## config.mk

```make
export PLATFORM = sky130hd
export DESIGN_NAME = reg_wb_arbiter
export DESIGN_NICKNAME = d
export VERILOG_FILES = /design/src/rtl/reg_wb_arbiter.sv
export SDC_FILE = /design/constraint.sdc
export NUM_CORES = 1
export LEC_CHECK = 0
export ABC_AREA = 0
export ABC_CLOCK_PERIOD_IN_PS = 6000
export CORE_ASPECT_RATIO = 0.75
export CORE_MARGIN = 1
export CORE_UTILIZATION = 30
export DETAILED_ROUTE_END_ITERATION = 7
export HOLD_SLACK_MARGIN = 0.06
export SLEW_MARGIN = 20
export SYNTH_ARGS = -nofsm -noshare
export SYNTH_HDL_FRONTEND = slang
export SYNTH_SLANG_ARGS = --single-unit
```

## constraint.sdc

```tcl
create_clock -name clk_i -period 6 [get_ports clk_i]
set_input_delay 0.9 -clock clk_i [delete_from_list [all_inputs] [get_ports clk_i]]
set_output_delay 0.9 -clock clk_i [all_outputs]
set_load 0.01 [all_outputs]
```

## src/rtl/reg_wb_arbiter.sv

```systemverilog
// reg_wb_arbiter: shares the register-file write port between the ALU result
// path (A) and the load result path (B). Each source feeds a small FIFO, one
// entry is popped per cycle round-robin, and a pending-write scoreboard shows
// which registers still have writes in flight.
module reg_wb_arbiter #(
  parameter int unsigned DATA_W = 32,
  parameter int unsigned ADDR_W = 5,
  parameter int unsigned DEPTH  = 2
) (
  input  logic                   clk_i,
  input  logic                   rst_i,
  input  logic                   a_valid_i,
  input  logic [ADDR_W-1:0]      a_addr_i,
  input  logic [DATA_W-1:0]      a_data_i,
  output logic                   a_ready_o,
  input  logic                   b_valid_i,
  input  logic [ADDR_W-1:0]      b_addr_i,
  input  logic [DATA_W-1:0]      b_data_i,
  output logic                   b_ready_o,
  output logic                   RegWrite_o,
  output logic [ADDR_W-1:0]      RDaddr_o,
  output logic [DATA_W-1:0]      RDdata_o,
  output logic                   grant_o,
  output logic [(2**ADDR_W)-1:0] pending_o,
  output logic                   idle_o
);

  localparam int unsigned NSRC  = 2;
  localparam int unsigned PTR_W = $clog2(DEPTH);
  localparam int unsigned CNT_W = PTR_W + 1;
  localparam int unsigned NREG  = 2**ADDR_W;

  // FIFO storage, index 0 = source A, index 1 = source B
  logic [ADDR_W-1:0] addr_mem [NSRC][DEPTH];
  logic [DATA_W-1:0] data_mem [NSRC][DEPTH];

  logic [PTR_W-1:0]  wr_ptr_q [NSRC];
  logic [PTR_W-1:0]  wr_ptr_d [NSRC];
  logic [PTR_W-1:0]  rd_ptr_q [NSRC];
  logic [PTR_W-1:0]  rd_ptr_d [NSRC];
  logic [CNT_W-1:0]  cnt_q    [NSRC];
  logic [CNT_W-1:0]  cnt_d    [NSRC];

  logic [ADDR_W-1:0] in_addr  [NSRC];
  logic [DATA_W-1:0] in_data  [NSRC];
  logic [NSRC-1:0]   in_valid;
  logic [NSRC-1:0]   ready;
  logic [NSRC-1:0]   push;
  logic [NSRC-1:0]   pop;
  logic [NSRC-1:0]   nonempty;

  logic              do_pop;
  logic              sel;

  logic              reg_write_q, reg_write_d;
  logic [ADDR_W-1:0] rd_addr_q,   rd_addr_d;
  logic [DATA_W-1:0] rd_data_q,   rd_data_d;
  logic              grant_q,     grant_d;
  logic [NREG-1:0]   pending;

  assign in_valid   = {b_valid_i, a_valid_i};
  assign in_addr[0] = a_addr_i;
  assign in_addr[1] = b_addr_i;
  assign in_data[0] = a_data_i;
  assign in_data[1] = b_data_i;

  // Ready from stored count only; writes to r0 complete the handshake but are dropped
  always_comb begin
    ready    = '0;
    push     = '0;
    nonempty = '0;
    for (int unsigned s = 0; s < NSRC; s++) begin
      ready[s]    = !rst_i && (cnt_q[s] < CNT_W'(DEPTH));
      nonempty[s] = (cnt_q[s] != '0);
      push[s]     = in_valid[s] && ready[s] && (in_addr[s] != '0);
    end
  end

  assign a_ready_o = ready[0];
  assign b_ready_o = ready[1];

  // Round-robin pick: under contention the source that did not win last goes
  always_comb begin
    do_pop      = |nonempty;
    sel         = 1'b0;
    pop         = '0;
    reg_write_d = 1'b0;
    rd_addr_d   = '0;
    rd_data_d   = '0;
    grant_d     = grant_q;
    if (nonempty[0] && nonempty[1]) begin
      sel = ~grant_q;
    end else if (nonempty[1]) begin
      sel = 1'b1;
    end
    if (do_pop) begin
      pop[sel]    = 1'b1;
      reg_write_d = 1'b1;
      rd_addr_d   = addr_mem[sel][rd_ptr_q[sel]];
      rd_data_d   = data_mem[sel][rd_ptr_q[sel]];
      grant_d     = sel;
    end
  end

  // FIFO pointer and occupancy update; push and pop in one edge leave count unchanged
  always_comb begin
    for (int unsigned s = 0; s < NSRC; s++) begin
      wr_ptr_d[s] = wr_ptr_q[s] + PTR_W'(push[s]);
      rd_ptr_d[s] = rd_ptr_q[s] + PTR_W'(pop[s]);
      cnt_d[s]    = cnt_q[s] + CNT_W'(push[s]) - CNT_W'(pop[s]);
    end
  end

  // Control state; reset leaves grant at B so A has priority first
  always_ff @(posedge clk_i or posedge rst_i) begin
    if (rst_i) begin
      for (int unsigned s = 0; s < NSRC; s++) begin
        wr_ptr_q[s] <= '0;
        rd_ptr_q[s] <= '0;
        cnt_q[s]    <= '0;
      end
      reg_write_q <= 1'b0;
      rd_addr_q   <= '0;
      rd_data_q   <= '0;
      grant_q     <= 1'b1;
    end else begin
      for (int unsigned s = 0; s < NSRC; s++) begin
        wr_ptr_q[s] <= wr_ptr_d[s];
        rd_ptr_q[s] <= rd_ptr_d[s];
        cnt_q[s]    <= cnt_d[s];
      end
      reg_write_q <= reg_write_d;
      rd_addr_q   <= rd_addr_d;
      rd_data_q   <= rd_data_d;
      grant_q     <= grant_d;
    end
  end

  // FIFO payload storage; contents are only meaningful inside the valid window
  always_ff @(posedge clk_i) begin
    for (int unsigned s = 0; s < NSRC; s++) begin
      if (push[s]) begin
        addr_mem[s][wr_ptr_q[s]] <= in_addr[s];
        data_mem[s][wr_ptr_q[s]] <= in_data[s];
      end
    end
  end

  // Pending scoreboard: every queued entry plus the write currently on the port
  always_comb begin
    pending = '0;
    for (int unsigned s = 0; s < NSRC; s++) begin
      for (int unsigned i = 0; i < DEPTH; i++) begin
        if (CNT_W'(i) < cnt_q[s]) begin
          pending[addr_mem[s][rd_ptr_q[s] + PTR_W'(i)]] = 1'b1;
        end
      end
    end
    if (reg_write_q) begin
      pending[rd_addr_q] = 1'b1;
    end
    pending[0] = 1'b0;
  end

  assign RegWrite_o = reg_write_q;
  assign RDaddr_o   = rd_addr_q;
  assign RDdata_o   = rd_data_q;
  assign grant_o    = grant_q;
  assign pending_o  = pending;
  assign idle_o     = !nonempty[0] && !nonempty[1] && !reg_write_q;

endmodule
```

==> flow_summary.yaml, run 1 <==
outcome:
  status: "completed"
critical_path:
  crit_buf_inv: 1
  path_class: "register to output port"
  critical_path_arrival_ns: 3.45
  timing.rr.start: "cnt_q[1]"
  endpoint_kind: "output port"
  max_stage_delay_ns: 1.04
  cp-startpoint: "rd_ptr_q[0]"
  start_kind: "register"
  crit_slowest_cell: "dfrtp_1"
  regToRegEndpoint: "cnt_q[3]"
  critPathTopFamily: "flip-flops"
  crit_end: "pending_o[28]"
  critPathMaxFanout: 39
  reg2reg_depth: 9
  crit_chain: "mux2_2 > a211oi_1 > a222oi_1 > o211ai_1 > clkdlybuf4s50_1"
  r2r_slack_ns: 3.18
  cp_data_required_time_ns: 5.10
  path_depth: 5
cts:
  cts_buffer_depth: 2
  path_clk_slew_ns: 0.07
  cts.sinks: 195
  hold_buffers: 0
  h-tree-depth: 4
  worstSkewPairLatency_ns: 0.43
  cts_tree: "yes"
  cts_buffers: 17
  cts_resized: 0
  root_buffer: "clkbuf_16"
  postCtsSetupBuffers: 0
detailed_routing:
  wl_per_cell_um: 22.3
  dr.pass1.iters: 6
  drcViolationCount: 0
  drtIter0Drc: 841
  via_per_inst: 5.52
  postRouteAntennaNets: 0
  totalWireLength_mm: 27.7
  via_count: 6864
floorplan:
  num_io_pins: 152
  dieArea_sq_um: 30700
  die_width_um: 202
  coreArea_sq_um: 29300
  die_h_um: 152
  start_util: 0.307
  placementRows: 54
cells_and_area:
  layout_common_cells: "clkdlybuf4s50_1 (150), edfxtp_1 (148), dfrtp_1 (46), o22ai_1 (46), mux2i_1 (38)"
  drive_gt1_frac: 0.0812
  fillers: 2771
  design_area_sq_um: 11500
  stdcell_count: 1244
  synthToLayoutAreaGrowth_pct: 27.5
  layout_commonest_cell: "clkdlybuf4s50_1"
  layout.nets: 924
timing:
  finalCriticalPeriod_ns: 4.35
  hold_viol: 0
  worst_clock_skew_ns: 0.0145
  worstMarginPinSlew_ns: 1.19
  setup_viol: 0
  period_share: 0.724
  slew_headroom: 0.206
  max_freq_mhz: 230
  slew_violations: 0
  grt_setup_unrepaired: "false"
  setup_ws_ns: 1.65
  tns_ns: 0
global_route:
  grt_start_max_net_pins: 51
  first_global_vias: 6684
  track_usage: 0.182
  grt_antenna_before_repair: 2
  grt_pass1_wl_mm: 42.1
  overflow: 0
min_path:
  min-delay-start: "grant_o"
  hp-class: "register to register"
flow_run:
  cap_violations: 0
place:
  dp.cells: 1211
  dp_worst_setup_slack_ns: 2.16
  dpl_cell_area_sq_um: 10900
  hpwl_mm: 18.8
  gp_congestion: 0.977
  port_buffers: 150
yosys:
  synth_async_sr_flop_share: 0.241
  synth_edf_count: 148
  synth-seq-cells: 195
  synth.distinct_cells: 61
  synth.mux.area_fraction: 0.0448
  synth_xor_area_frac: 0.00487
  syn_avg_cell_area_sq_um: 12.8
  synth_area_sq_um: 8990
  synthSimpleGateAreaFrac: 0.123
  synth_nets: 787
  netlist_instances: 701
  synthFlopType: "edfxtp_1"
  synth_top_family_by_area: "compound AO/OA/AOI/OAI gates"
  synthAdderAreaFrac: 0.0111
  ys_seq_area_frac: 0.625
  synth_compound_area_frac: 0.160
  yosysWarnings: 0
power_and_ir_drop:
  power_leakage_nw: 3.90
  ir_drop_mv: 0.306
  totalPowerFinal_w: 0.00569
  pwr_density_cell_nw_per_um2: 496
==> flip-flops by register name (all words and copies together), names as in the netlist <==
signal,count
data_mem,128
RDdata_o,32
addr_mem,20
RDaddr_o,5
cnt_q,4
rd_ptr_q,2
wr_ptr_q,2
RegWrite_o,1
grant_o,1
==> tightest hold or removal path, cell delays in order, from the launching register on <==
cell and delay (ns):
dfstp_2 0.38, nor2_1 0.10, nor2_1 0.04
==> worst min path at each step <==
stage | endpoint | slack [ns] | cells past startpoint
after global routing | cnt_q[0] | 0.55 | 1
after global placement | grant_o | 0.51 | 2
final | grant_o | 0.52 | 2
after detailed placement | grant_o | 0.51 | 2
after floorplan | cnt_q[0] | 0.49 | 1
after CTS | grant_o | 0.52 | 2
==> logic make-up (layout without fill, tap and decap cells) <==
| kind of cell | after synthesis | after routing |
|---|---|---|
| flip-flops | 195 | 195 |
| multiplexers | 40 | 40 |
| AO/OA/AOI/OAI | 190 | 190 |
| AND/OR/NAND/NOR | 204 | 204 |
| other | 1 | 3 |
| adder cells (fa/ha/maj) | 8 | 8 |
| buffers and inverters | 58 | 207 |
| XOR/XNOR | 5 | 5 |
==> cell type report <==
class                      instances  area, sq um  share of cell area
sequential                       195         5620               0.490
multi-input combinational        448         3140               0.274
timing repair buffer             161         1580               0.138
tap                              392          490              0.0428
clock buffer                      18          429              0.0374
clock inverter                    13          135              0.0118
inverter                          15         56.3             0.00491
antenna                            2         5.00            0.000437
==> power by group <==
part	switching, W	internal [W]	leakage (nW)
logic	0.00154	0.00109	1.74
clock network	0.000490	0.000612	0.266
registers	0.000211	0.00175	1.89
total	0.00224	0.00345	3.90
==> Yosys cell counts (6+ instances only) <==
cell type	n	area share
a2111oi_2	7	0.012
a211oi_1	8	0.0067
a21oi_1	13	0.0072
a222oi_1	9	0.010
a22oi_1	36	0.030
a32oi_1	8	0.0078
buf_2	21	0.012
clkbuf_1	16	0.0067
dfrtp_1	46	0.13
edfxtp_1	148	0.49
ha_1	8	0.011
inv_1	14	0.0058
mux2i_1	38	0.042
nand2_1	36	0.015
nand2b_1	24	0.017
nand3_1	25	0.014
nand3b_1	11	0.0092
nor2_1	36	0.015
nor2b_1	8	0.0056
nor3_1	24	0.013
nor3b_1	11	0.0092
o211ai_1	13	0.011
o21ai_0	8	0.0045
o22ai_1	46	0.032
o32ai_1	7	0.0068
or3_1	6	0.0042
==> per-stage QoR <==
step | util | hold WS, ns
final | 0.392 | 0.523
after global routing | 0.392 | 0.552
after CTS | 0.391 | 0.520
after detailed placement | 0.372 | 0.510
after global placement | 0.371 | 0.509
after floorplan | - | 0.494
==> per-layer routing <==
metal | wire [um] | up-vias | part of all wire | track usage
li1 | - | 3063 | - | -
met1 | 13000 | 3399 | 0.47 | 0.271
met2 | 11800 | 367 | 0.43 | 0.256
met3 | 2550 | 35 | 0.092 | 0.0457
met4 | 410 | 0 | 0.015 | 0.0574
met5 | 0 | - | 0 | 0
(Power assumes the default switching activity.)
==> run 2: changes to the inputs <==
- ABC_CLOCK_PERIOD_IN_PS: 6000 -> 4100
- clock period: 6 -> 4.1 ns (I/O delays scaled with it)
==> flow_summary.yaml, run 2 (same netlist as run 1, synthesis figures left out) <==
cells_and_area:
  layout_common_cells: "clkdlybuf4s50_1 (150), edfxtp_1 (148), dfrtp_1 (46), o22ai_1 (46), mux2i_1 (38)"
  regArea_sq_um: 5620
  largest_reg_flops: 128
  synthToLayoutAreaGrowth_pct: 28.4
  design_area_sq_um: 11500
  layout.nets: 939
  drive_gt1_frac: 0.0947
  multiInputGateArea_sq_um: 3110
  layout_commonest_cell: "clkdlybuf4s50_1"
  fillers: 2770
place:
  port_buffers: 150
  gp_congestion: 0.962
  hpwl_mm: 19.3
  dpl_cell_area_sq_um: 11000
global_route:
  grt_start_max_net_pins: 51
  grt_pass1_wl_mm: 42.1
  track_usage: 0.181
  first_global_vias: 6715
  grt_antenna_before_repair: 1
  overflow: 0
timing:
  finalCriticalPeriod_ns: 3.86
  max_freq_mhz: 259
  slew_violations: 0
  setup_viol: 0
  hold_viol: 0
  worstMarginPinSlew_ns: 1.07
  grt_setup_unrepaired: "false"
  worst_clock_skew_ns: 0.00989
  tns_ns: 0
  period_share: 0.941
  slew_headroom: 0.287
cts:
  path_clk_slew_ns: 0.07
  cts_tree: "yes"
  cts.sinks: 195
  root_buffer: "clkbuf_16"
  hold_buffers: 0
  cts_resized: 0
  h-tree-depth: 4
  worstSkewPairLatency_ns: 0.42
  cts_buffer_depth: 2
  postCtsSetupBuffers: 0
  cts_buffers: 17
critical_path:
  reg2reg_depth: 5
  endpoint_kind: "output port"
  start_kind: "register"
  path_class: "register to output port"
  max_stage_delay_ns: 0.79
  cp_data_required_time_ns: 3.48
  crit_slowest_cell: "dfrtp_1"
  critPathMaxFanout: 24
  crit_chain: "buf_4 > nand2b_1 > o21ai_1 > nor3b_1 > or4_1 > clkdlybuf4s50_1"
  critical_path_arrival_ns: 3.24
  r2r_slack_ns: 1.36
detailed_routing:
  dr.pass1.iters: 8
  totalWireLength_mm: 27.9
  wl_per_cell_um: 22.1
  postRouteAntennaNets: 0
  drcViolationCount: 0
  drtIter0Drc: 728
  via_count: 6815
  via_per_inst: 5.41
power_and_ir_drop:
  p_seq_frac: 0.347
  comb_power_share: 0.472
  clockPowerShare: 0.182
  power_leakage_nw: 3.97
  ir_drop_mv: 0.455
  p_sw_w: 0.00327
  p_int_w: 0.00500
  pwr_density_cell_nw_per_um2: 716
  swShare: 0.395
min_path:
  hold_path_depth: 2
  hp-class: "register to register"
floorplan:
  coreArea_sq_um: 29300
  start_util: 0.307
  die_width_um: 202
  placementRows: 54
  die_h_um: 152
  dieArea_sq_um: 30700
  num_io_pins: 152
flow_run:
  cap_violations: 0
outcome:
  status: "completed"
run 2: layout make-up:
cell class              instances  area share
diodes                          1    0.000217
clock buffers                  21      0.0390
clock inverters                11     0.00694
inverters                      15     0.00488
multi-input cells             448       0.269
flip-flops and latches        195       0.487
well taps                     392      0.0425
repair buffers                176       0.150
run 2: path summary, 6_finish.rpt:
check / from / endpoint
worst max-delay path: rd_ptr_q[1] / pending_o[7]
min in group asynchronous: rst_i / RDaddr_o[0]
worst min register to register: grant_o / grant_o
worst min-delay path: grant_o / grant_o
worst max register to register: cnt_q[1] / RDdata_o[11]
max in group asynchronous: rst_i / grant_o
run 2: worst max-delay path, delay by kind of cell (launching register included):
kind	cells	cell delay [ns]
DFF	1	0.79
and+or+nand+nor	3	0.93
AOI/OAI and AO/OA	1	0.26
buffers and inverters	2	0.83
run 2: power by group through the flow:
| stage | Sequential [W] | Clock (W) | Combinational (W) |
|---|---|---|---|
| after floorplan | 0.00285 | 0 | 0.00232 |
| after global placement | 0.00290 | 0 | 0.00390 |
| after detailed placement | 0.00290 | 0 | 0.00389 |
| after CTS | 0.00286 | 0.00154 | 0.00391 |
| after global routing | 0.00291 | 0.00162 | 0.00419 |
| final | 0.00287 | 0.00150 | 0.00390 |
run 2: metal layers:
metal  vias up  wire length (um)  global-route usage
met5         -                 0                   0
met4         0               450              0.0415
met3        40              1960              0.0408
met2       300             11900               0.260
met1      3377             13500               0.275
li1       3098                 -                   -
run 2: metrics by stage:
stage	utilization	setup WS [ns]	total power (W)	std cells	hold WS (ns)
detailed placement	0.376	0.733	0.00679	1226	0.513
floorplan	-	1.69	0.00517	701	0.494
global route	0.395	0.0826	0.00872	1259	0.569
global placement	0.376	0.783	0.00680	1226	0.511
CTS	0.394	0.292	0.00830	1258	0.535
finish	0.395	0.243	0.00827	1259	0.534
